$ cat src/rtl/logic_unit_serial_if.sv
// Operand/result handshake bundle for logic_unit_serial.
// LOGIC_UNIT_SERIAL_ZERO_FLAG_EN adds the registered zero flag.
interface logic_unit_serial_if;
    logic [31:0] I1;
    logic [31:0] I2;
    logic [1:0]  op;
    logic        in_valid;
    logic        in_ready;
    logic [31:0] O;
    logic        out_valid;
    logic        out_ready;
`ifdef LOGIC_UNIT_SERIAL_ZERO_FLAG_EN
    logic        zero;

    modport master (
        output I1, I2, op, in_valid, out_ready,
        input  in_ready, O, out_valid, zero
    );

    modport slave (
        input  I1, I2, op, in_valid, out_ready,
        output in_ready, O, out_valid, zero
    );
`else
    modport master (
        output I1, I2, op, in_valid, out_ready,
        input  in_ready, O, out_valid
    );

    modport slave (
        input  I1, I2, op, in_valid, out_ready,
        output in_ready, O, out_valid
    );
`endif
endinterface

$ cat src/rtl/logic_unit_serial.sv
// Byte-serial 32-bit AND/OR/XOR/NOR unit: one result byte per cycle, LSB first.
// Optional zero-result flag enabled by LOGIC_UNIT_SERIAL_ZERO_FLAG_EN.
module logic_unit_serial (
    input logic             clk,
    input logic             reset,
    logic_unit_serial_if.slave bus
);
    typedef enum logic [1:0] {StIdle, StBusy, StDone} state_e;

    state_e      state;
    logic [31:0] a_q;
    logic [31:0] b_q;
    logic [31:0] o_q;
    logic [1:0]  op_q;
    logic [1:0]  cnt_q;
    logic        in_ready_q;
    logic        out_valid_q;
    logic [7:0]  a_byte;
    logic [7:0]  b_byte;
    logic [7:0]  byte_res;

    always_comb begin
        a_byte = a_q[8*cnt_q +: 8];
        b_byte = b_q[8*cnt_q +: 8];
        unique case (op_q)
            2'b00:   byte_res = a_byte & b_byte;
            2'b01:   byte_res = a_byte | b_byte;
            2'b10:   byte_res = a_byte ^ b_byte;
            default: byte_res = ~(a_byte | b_byte);
        endcase
    end

`ifdef LOGIC_UNIT_SERIAL_ZERO_FLAG_EN
    logic zero_q;

    always_ff @(posedge clk) begin
        if (reset) begin
            zero_q <= 1'b0;
        end else if (state == StBusy && cnt_q == 2'd3) begin
            // Upper byte is still being written, so test the assembled word.
            zero_q <= ({byte_res, o_q[23:0]} == 32'h0);
        end
    end

    assign bus.zero = zero_q;
`endif

    always_ff @(posedge clk) begin
        if (reset) begin
            state       <= StIdle;
            a_q         <= 32'h0;
            b_q         <= 32'h0;
            o_q         <= 32'h0;
            op_q        <= 2'b00;
            cnt_q       <= 2'd0;
            in_ready_q  <= 1'b1;
            out_valid_q <= 1'b0;
        end else begin
            unique case (state)
                StIdle: begin
                    if (bus.in_valid) begin
                        a_q        <= bus.I1;
                        b_q        <= bus.I2;
                        op_q       <= bus.op;
                        o_q        <= 32'h0;
                        cnt_q      <= 2'd0;
                        in_ready_q <= 1'b0;
                        state      <= StBusy;
                    end
                end
                StBusy: begin
                    o_q[8*cnt_q +: 8] <= byte_res;
                    if (cnt_q == 2'd3) begin
                        out_valid_q <= 1'b1;
                        state       <= StDone;
                    end else begin
                        cnt_q <= cnt_q + 2'd1;
                    end
                end
                StDone: begin
                    if (bus.out_ready) begin
                        out_valid_q <= 1'b0;
                        in_ready_q  <= 1'b1;
                        state       <= StIdle;
                    end
                end
                default: begin
                    in_ready_q  <= 1'b1;
                    out_valid_q <= 1'b0;
                    state       <= StIdle;
                end
            endcase
        end
    end

    assign bus.in_ready  = in_ready_q;
    assign bus.out_valid = out_valid_q;
    assign bus.O         = o_q;
endmodule

$ cat src/flat_wrapper.sv
// flat-port wrapper written by rule: the top's interface ports become plain ports
module logic_unit_serial_flat 
  (clk, reset, bus_I1, bus_I2, bus_op, bus_in_valid, bus_out_ready, bus_in_ready, bus_O, bus_out_valid);
  logic_unit_serial_if bus_i ();
  input logic clk;
  input logic reset;
  input wire logic [$bits(bus_i.I1)-1:0] bus_I1;
  input wire logic [$bits(bus_i.I2)-1:0] bus_I2;
  input wire logic [$bits(bus_i.op)-1:0] bus_op;
  input wire logic [$bits(bus_i.in_valid)-1:0] bus_in_valid;
  input wire logic [$bits(bus_i.out_ready)-1:0] bus_out_ready;
  output wire logic [$bits(bus_i.in_ready)-1:0] bus_in_ready;
  output wire logic [$bits(bus_i.O)-1:0] bus_O;
  output wire logic [$bits(bus_i.out_valid)-1:0] bus_out_valid;
  assign bus_i.I1 = bus_I1;
  assign bus_i.I2 = bus_I2;
  assign bus_i.op = bus_op;
  assign bus_i.in_valid = bus_in_valid;
  assign bus_i.out_ready = bus_out_ready;
  assign bus_in_ready = bus_i.in_ready;
  assign bus_O = bus_i.O;
  assign bus_out_valid = bus_i.out_valid;
  logic_unit_serial u_core (.clk(clk), .reset(reset), .bus(bus_i));
endmodule
$ cat config.mk
export PLATFORM = sky130hd
export DESIGN_NAME = logic_unit_serial_flat
export DESIGN_NICKNAME = d
export VERILOG_FILES = /design/src/rtl/logic_unit_serial_if.sv /design/src/rtl/logic_unit_serial.sv /design/src/flat_wrapper.sv
export SDC_FILE = /design/constraint.sdc
export NUM_CORES = 1
export LEC_CHECK = 0
export CAP_MARGIN = 20
export CORE_ASPECT_RATIO = 2
export CORE_MARGIN = 2
export CORE_UTILIZATION = 45
export CTS_CLUSTER_DIAMETER = 200
export CTS_CLUSTER_SIZE = 40
export DETAILED_ROUTE_END_ITERATION = 8
export HOLD_SLACK_MARGIN = 0.08
export PLACE_DENSITY = 0.76
export SKIP_LAST_GASP = 1
export SYNTH_ARGS = -nofsm -noshare
export SYNTH_HDL_FRONTEND = slang
export SYNTH_SLANG_ARGS = --single-unit
$ cat constraint.sdc
create_clock -name clk -period 2.5 [get_ports clk]
set_input_delay 0.5 -clock clk [delete_from_list [all_inputs] [get_ports clk]]
set_output_delay 0.5 -clock clk [all_outputs]
set_load 0.005 [all_outputs]
**Word-level counts from Yosys, hierarchy flattened**

Cells that the tools add are included.

- Add/sub/neg operators: 2
- Eq/ne operators: 9
- Shift-type cells: 4
- Multiplexer cells: 17
- Bitwise logic cells: 6
- Reductions and logical operators: 9

Operator list:

| cell | count |
|---|---|
| one-hot mux 32 bit (2 select lines) | 1 |
| indexed part select 32 x 6 -> 8 bit | 2 |
| negator 5 -> 34 bit | 1 |
| variable shift 8 x 34 -> 32 bit (first input constant) | 1 |
| indexed part select 8 x 34 -> 32 bit | 1 |
| bitwise mux 32 bit | 1 |
| two-way mux 32 bit | 1 |
| one-hot mux 8 bit (3 select lines) | 1 |
| AND reduction 3 bit | 4 |
| two-way mux 2 bit | 5 |
| AND 8 bit | 1 |
| inverter 8 bit | 1 |
| OR 8 bit | 1 |
| XOR 8 bit | 1 |
| equality test 2 bit (second input constant) | 3 |
| inequality test 2 bit (second input constant) | 3 |
| one-hot mux 1 bit (3 select lines) | 2 |
| one-hot mux 2 bit (3 select lines) | 1 |
| equality test 2 x 1 -> 1 bit (second input constant) | 2 |
| logical NOT 2 bit | 2 |
| two-way mux 1 bit | 4 |
| one-hot mux 2 bit (2 select lines) | 1 |
| AND reduction 2 bit | 2 |
| adder 2 x 1 -> 2 bit (second input constant) | 1 |
| other kinds (3) | 4 |

- Register bits: 104
- Input port bits: 70
- Logic and storage cells: 55

**Longest topological paths before layout**

- Depth in word-level cells: 7
- Gate-level depth with buffers: 9
- Gate-level depth less buffers: 7

**Least setup slack after synthesis**

No wires, ideal clock.

- Kind: reg2reg
- Start point: reg u_core.cnt_q[0]
- End point: reg u_core.o_q[4], in the netlist u_core.bus.O[4]
- Setup time: 121 ps
- Data arrival time: 2194 ps
- Slack: 185 ps
- Stages on the path, launching flop included: 8
- Buffers on the path: 2
- Cell sequence: dfxtp_1 buf_6 buf_4 mux4_2 ha_1 nor2b_1 o31ai_1 a2bb2o_1

- Word-level cells in the longest chain between the ends: 7

RTL lines:

| what | line | text |
|---|---|---|
| from (decl) | logic_unit_serial.sv:15 | `logic [1:0] cnt_q;` |
| from (signal assigned) | logic_unit_serial.sv:77 | `cnt_q <= cnt_q + 2'd1;` |
| indexed part select 32 x 6 -> 8 bit (on tied branches) | logic_unit_serial.sv:23, logic_unit_serial.sv:24 |  |
| OR 8 bit | logic_unit_serial.sv:27, logic_unit_serial.sv:29 |  |
| inverter 8 bit | logic_unit_serial.sv:29 | `default: byte_res = ~(a_byte \| b_byte);` |
| one-hot mux 8 bit (3 select lines) | logic_unit_serial.sv:25 | `unique case (op_q)` |
| indexed part select 8 x 34 -> 32 bit | logic_unit_serial.sv:72 | `o_q[8*cnt_q +: 8] <= byte_res;` |
| bitwise mux 32 bit (*) | logic_unit_serial.sv:72 |  |
| one-hot mux 32 bit (2 select lines) (*) | logic_unit_serial.sv:59 | `unique case (state)` |
| to (signal, indexed assignment) | logic_unit_serial.sv:72 |  |
| to (decl) | logic_unit_serial.sv:13 | `logic [31:0] o_q;` |

Every way passes the cells marked *; elsewhere a longest branch is shown, timed or not.
A chain may end at the register's enable or synchronous reset.

**Final worst setup path**

- Start point: reg u_core.cnt_q[0]
- End point: reg u_core.o_q[0], in the netlist u_core.bus.O[0]

The elaborated chain is that of the path after synthesis.

==> metrics.cfg <==
[clocking]
cts.repair_timing.setup_buffer_count = 0
cts.reportedPaths.clkPinSlew_ps = 70
cts.sinks = 104
tritoncts = built
clock_insertion_delay_worst_skew_ps = 340
cts.path.max_buffers = 2
cts-buffers-inserted = 9
htreeDepth = 3
root_buffer = sky130_fd_sc_hd__clkbuf_16

[pwr]
ir_drop_mv = 0.489
seq_power_share = 0.491
cellPowerDensity_mw_per_mm2 = 614
cellLeakagePower_nw = 2.17
sw_frac_of_total = 0.254
comb_power_share = 0.147
power_report.internal_total_mw = 2.71
clock_power_share = 0.363
power_switching_mw = 0.923
totalPowerFinal_mw = 3.63

[critical_path]
timing.critical_path.arrival_ps = 2540
cp-endpoint = u_core.bus.O[0]
crit_start = u_core.cnt_q[0]
reg2regPathDepth = 6
critPathLaunchType = register
crit-reg2reg-launch = u_core.cnt_q[0]
critical_path.reg2reg.endpoint = u_core.bus.O[0]
rrSetupSlack_ps = 190
critical_path_peak_fanout = 13
crit_required_ps = 2730
worst-setup-path-type = register to register
critical_path.endpoint_type = register

[sta]
tightest_slew_ps = 649
finalMaxSlewViolations = 0
setup_viol = 0
skew_ps = 6.44
post-route-period-util = 0.924
min_period_ps = 2310
rsz0062_at_grt = false
final_hold_viol_count = 0
tns_ps = 0
worst_slew_margin_rel = 0.566
timing.fmax_mhz = 433
minimum_hold_slack_ps = 454

[die]
die_x_um = 75.0
design.core.area_mm2 = 0.00976
num_io_pins = 104
die_footprint_mm2 = 0.0109
die-height_um = 146
placement_rows = 51
start_util = 0.464

[final_layout]
syn2layout_area_growth_pct = 30.7
post_route_cells_drive_above_1_share = 0.0986
antenna_cells_inserted = 0
mostFrequentLayoutCell = sky130_fd_sc_hd__nand2_1
layout.nets = 673
nFillCells = 853
mostFrequentLayoutCells = 138 x sky130_fd_sc_hd__nand2_1, 104 x sky130_fd_sc_hd__dfxtp_1, 102 x sky130_fd_sc_hd__clkdlybuf4s50_1
postLayoutCoreUtil = 0.607

[global_route]
grt_usage = 0.217
pin_count_of_the_biggest_net_entering_global_routing = 69
grt_first_pass_wirelength_mm = 18.3
global_route.overflow_total = 0
antenna_found_initial = 0
first_global_vias = 3874

[yosys]
synth.distinct_cells = 33
synth_warnings = 0
synth_cells = 495
syn-num-nets = 585
synthesis.area_per_instance_um2 = 9.16
seq_area_frac_synth = 0.459
synthesized_area_mm2 = 0.00453
postSynthRegisterBits = 104

[placement]
place_hpwl_mm = 8.34
port_buffer_cells = 103
globalplace.congestion = 0.866

[drt]
routed_via_density = 5.28
dr_total_vias = 3805
drcViolationCount = 0
detail_route.iter0.violations = 183
postRouteAntennaNets = 0
drt_pre_antenna_iters = 4
post_dr_wirelength_cell_um = 15.4
wl_mm = 11.1

[min_path]
worst_hold_path_type = register to register

[status]
run_status = finished, final reports clean

[flow_run]
maxCapViolations = 0

-- kinds of logic after synthesis --
kind of cell    count (synthesis)  share of synthesized area
simple gates                  174                      0.167
compound gates                124                      0.171
flops                         104                      0.459
buf+inv                        51                     0.0535
mux                            22                     0.0944
fa+ha+maj                      20                     0.0552
-- power groups by stage --
| stage | Combinational (mW) | Clock (mW) | Sequential (mW) |
|---|---|---|---|
| finish | 0.534 | 1.32 | 1.78 |
| global route | 0.592 | 1.39 | 1.79 |
| CTS | 0.537 | 1.34 | 1.78 |
| detailed placement | 0.530 | 0 | 1.82 |
| global placement | 0.511 | 0 | 1.82 |
| floorplan | 0.343 | 0 | 1.80 |
-- registers in the layout, summed over array words and instances (netlist names) --
name                  cells
u_core.bus.out_valid      1
u_core.b_q               32
u_core.a_q               32
u_core.cnt_q              2
u_core.bus.in_ready       1
u_core.bus.O             32
u_core.state              2
u_core.op_q               2
-- what timing repair did --
| item | 4_1_cts | 5_1_grt |
|---|---|---|
| hold buffers | 0 | 0 |
| gates resized for setup | 0 | 1 |
| setup endpoints to repair | 0 | 1 |
-- critical path, cell delays in order, from the launching register on --
cell and delay (ps):
sky130_fd_sc_hd__dfxtp_1 370, sky130_fd_sc_hd__buf_12 180, sky130_fd_sc_hd__mux4_2 530, sky130_fd_sc_hd__ha_1 210
sky130_fd_sc_hd__nor2b_1 120, sky130_fd_sc_hd__o31ai_1 440, sky130_fd_sc_hd__a2bb2o_1 340
-- through the flow --
step	instance area [µm²]	cells	setup slack, ps
finish	5920	720	189
global route	5920	720	78.8
CTS	5920	720	170
detailed placement	5640	704	195
global placement	5640	704	223
floorplan	4530	495	185
-- metal layers --
layer / vias to the layer above / global-route usage / wire (µm) / part of all wire
li1: 1873 / - / - / -
met1: 1781 / 0.225 / 3940 / 0.35
met2: 119 / 0.386 / 6240 / 0.56
met3: 32 / 0.0298 / 370 / 0.033
met4: 0 / 0.138 / 554 / 0.050
met5: - / 0 / 0 / 0
-- cells in the mapped netlist --
library cell,count,area share
sky130_fd_sc_hd__nor3b_1,1,0.0017
sky130_fd_sc_hd__a2bb2o_2,2,0.0050
sky130_fd_sc_hd__dfxtp_1,104,0.46
sky130_fd_sc_hd__a22oi_1,1,0.0017
sky130_fd_sc_hd__or2_1,1,0.0014
sky130_fd_sc_hd__nor2b_1,5,0.0069
sky130_fd_sc_hd__nand3_2,3,0.0066
sky130_fd_sc_hd__mux2_2,6,0.015
sky130_fd_sc_hd__a2bb2o_1,2,0.0044
sky130_fd_sc_hd__mux4_2,16,0.079
sky130_fd_sc_hd__nand2_1,138,0.11
sky130_fd_sc_hd__nand2b_1,1,0.0014
sky130_fd_sc_hd__nor4b_4,1,0.0052
sky130_fd_sc_hd__o2bb2ai_1,28,0.054
sky130_fd_sc_hd__buf_4,8,0.013
sky130_fd_sc_hd__a21oi_1,79,0.087
sky130_fd_sc_hd__buf_6,1,0.0025
sky130_fd_sc_hd__a211oi_1,6,0.0099
sky130_fd_sc_hd__nor2_1,18,0.015
sky130_fd_sc_hd__inv_4,1,0.0014
sky130_fd_sc_hd__o21ai_0,3,0.0033
sky130_fd_sc_hd__a21o_1,1,0.0017
sky130_fd_sc_hd__buf_2,9,0.0099
sky130_fd_sc_hd__o31ai_1,2,0.0033
sky130_fd_sc_hd__ha_1,20,0.055
sky130_fd_sc_hd__nand2b_4,1,0.0030
sky130_fd_sc_hd__nor3_1,1,0.0011
sky130_fd_sc_hd__nand3b_1,1,0.0017
sky130_fd_sc_hd__clkbuf_1,14,0.012
sky130_fd_sc_hd__buf_1,1,0.00083
sky130_fd_sc_hd__inv_1,17,0.014
sky130_fd_sc_hd__nand4b_2,1,0.0033
sky130_fd_sc_hd__nor3b_2,2,0.0055
-- layout make-up --
type | count | area (µm²) | area share
sequential | 104 | 2080 | 0.352
clock inverter | 5 | 41.3 | 0.00697
timing repair buffer | 110 | 1100 | 0.186
tap | 132 | 165 | 0.0279
clock buffer | 11 | 243 | 0.0410
inverter | 18 | 70.1 | 0.0118
multi-input combinational | 340 | 2220 | 0.375
-- worst min path at each step --
stage,slack (ps),from,cells after the start,endpoint
3_3_place_gp,440,u_core.b_q[8],2,u_core.b_q[8]
4_1_cts,460,u_core.b_q[17],2,u_core.b_q[17]
6_report,450,u_core.a_q[21],2,u_core.a_q[21]
2_1_floorplan,430,u_core.a_q[16],2,u_core.a_q[16]
3_5_place_dp,450,u_core.b_q[17],2,u_core.b_q[17]
5_1_grt,470,u_core.a_q[11],2,u_core.a_q[11]
Power figures use the tool's default switching activity.
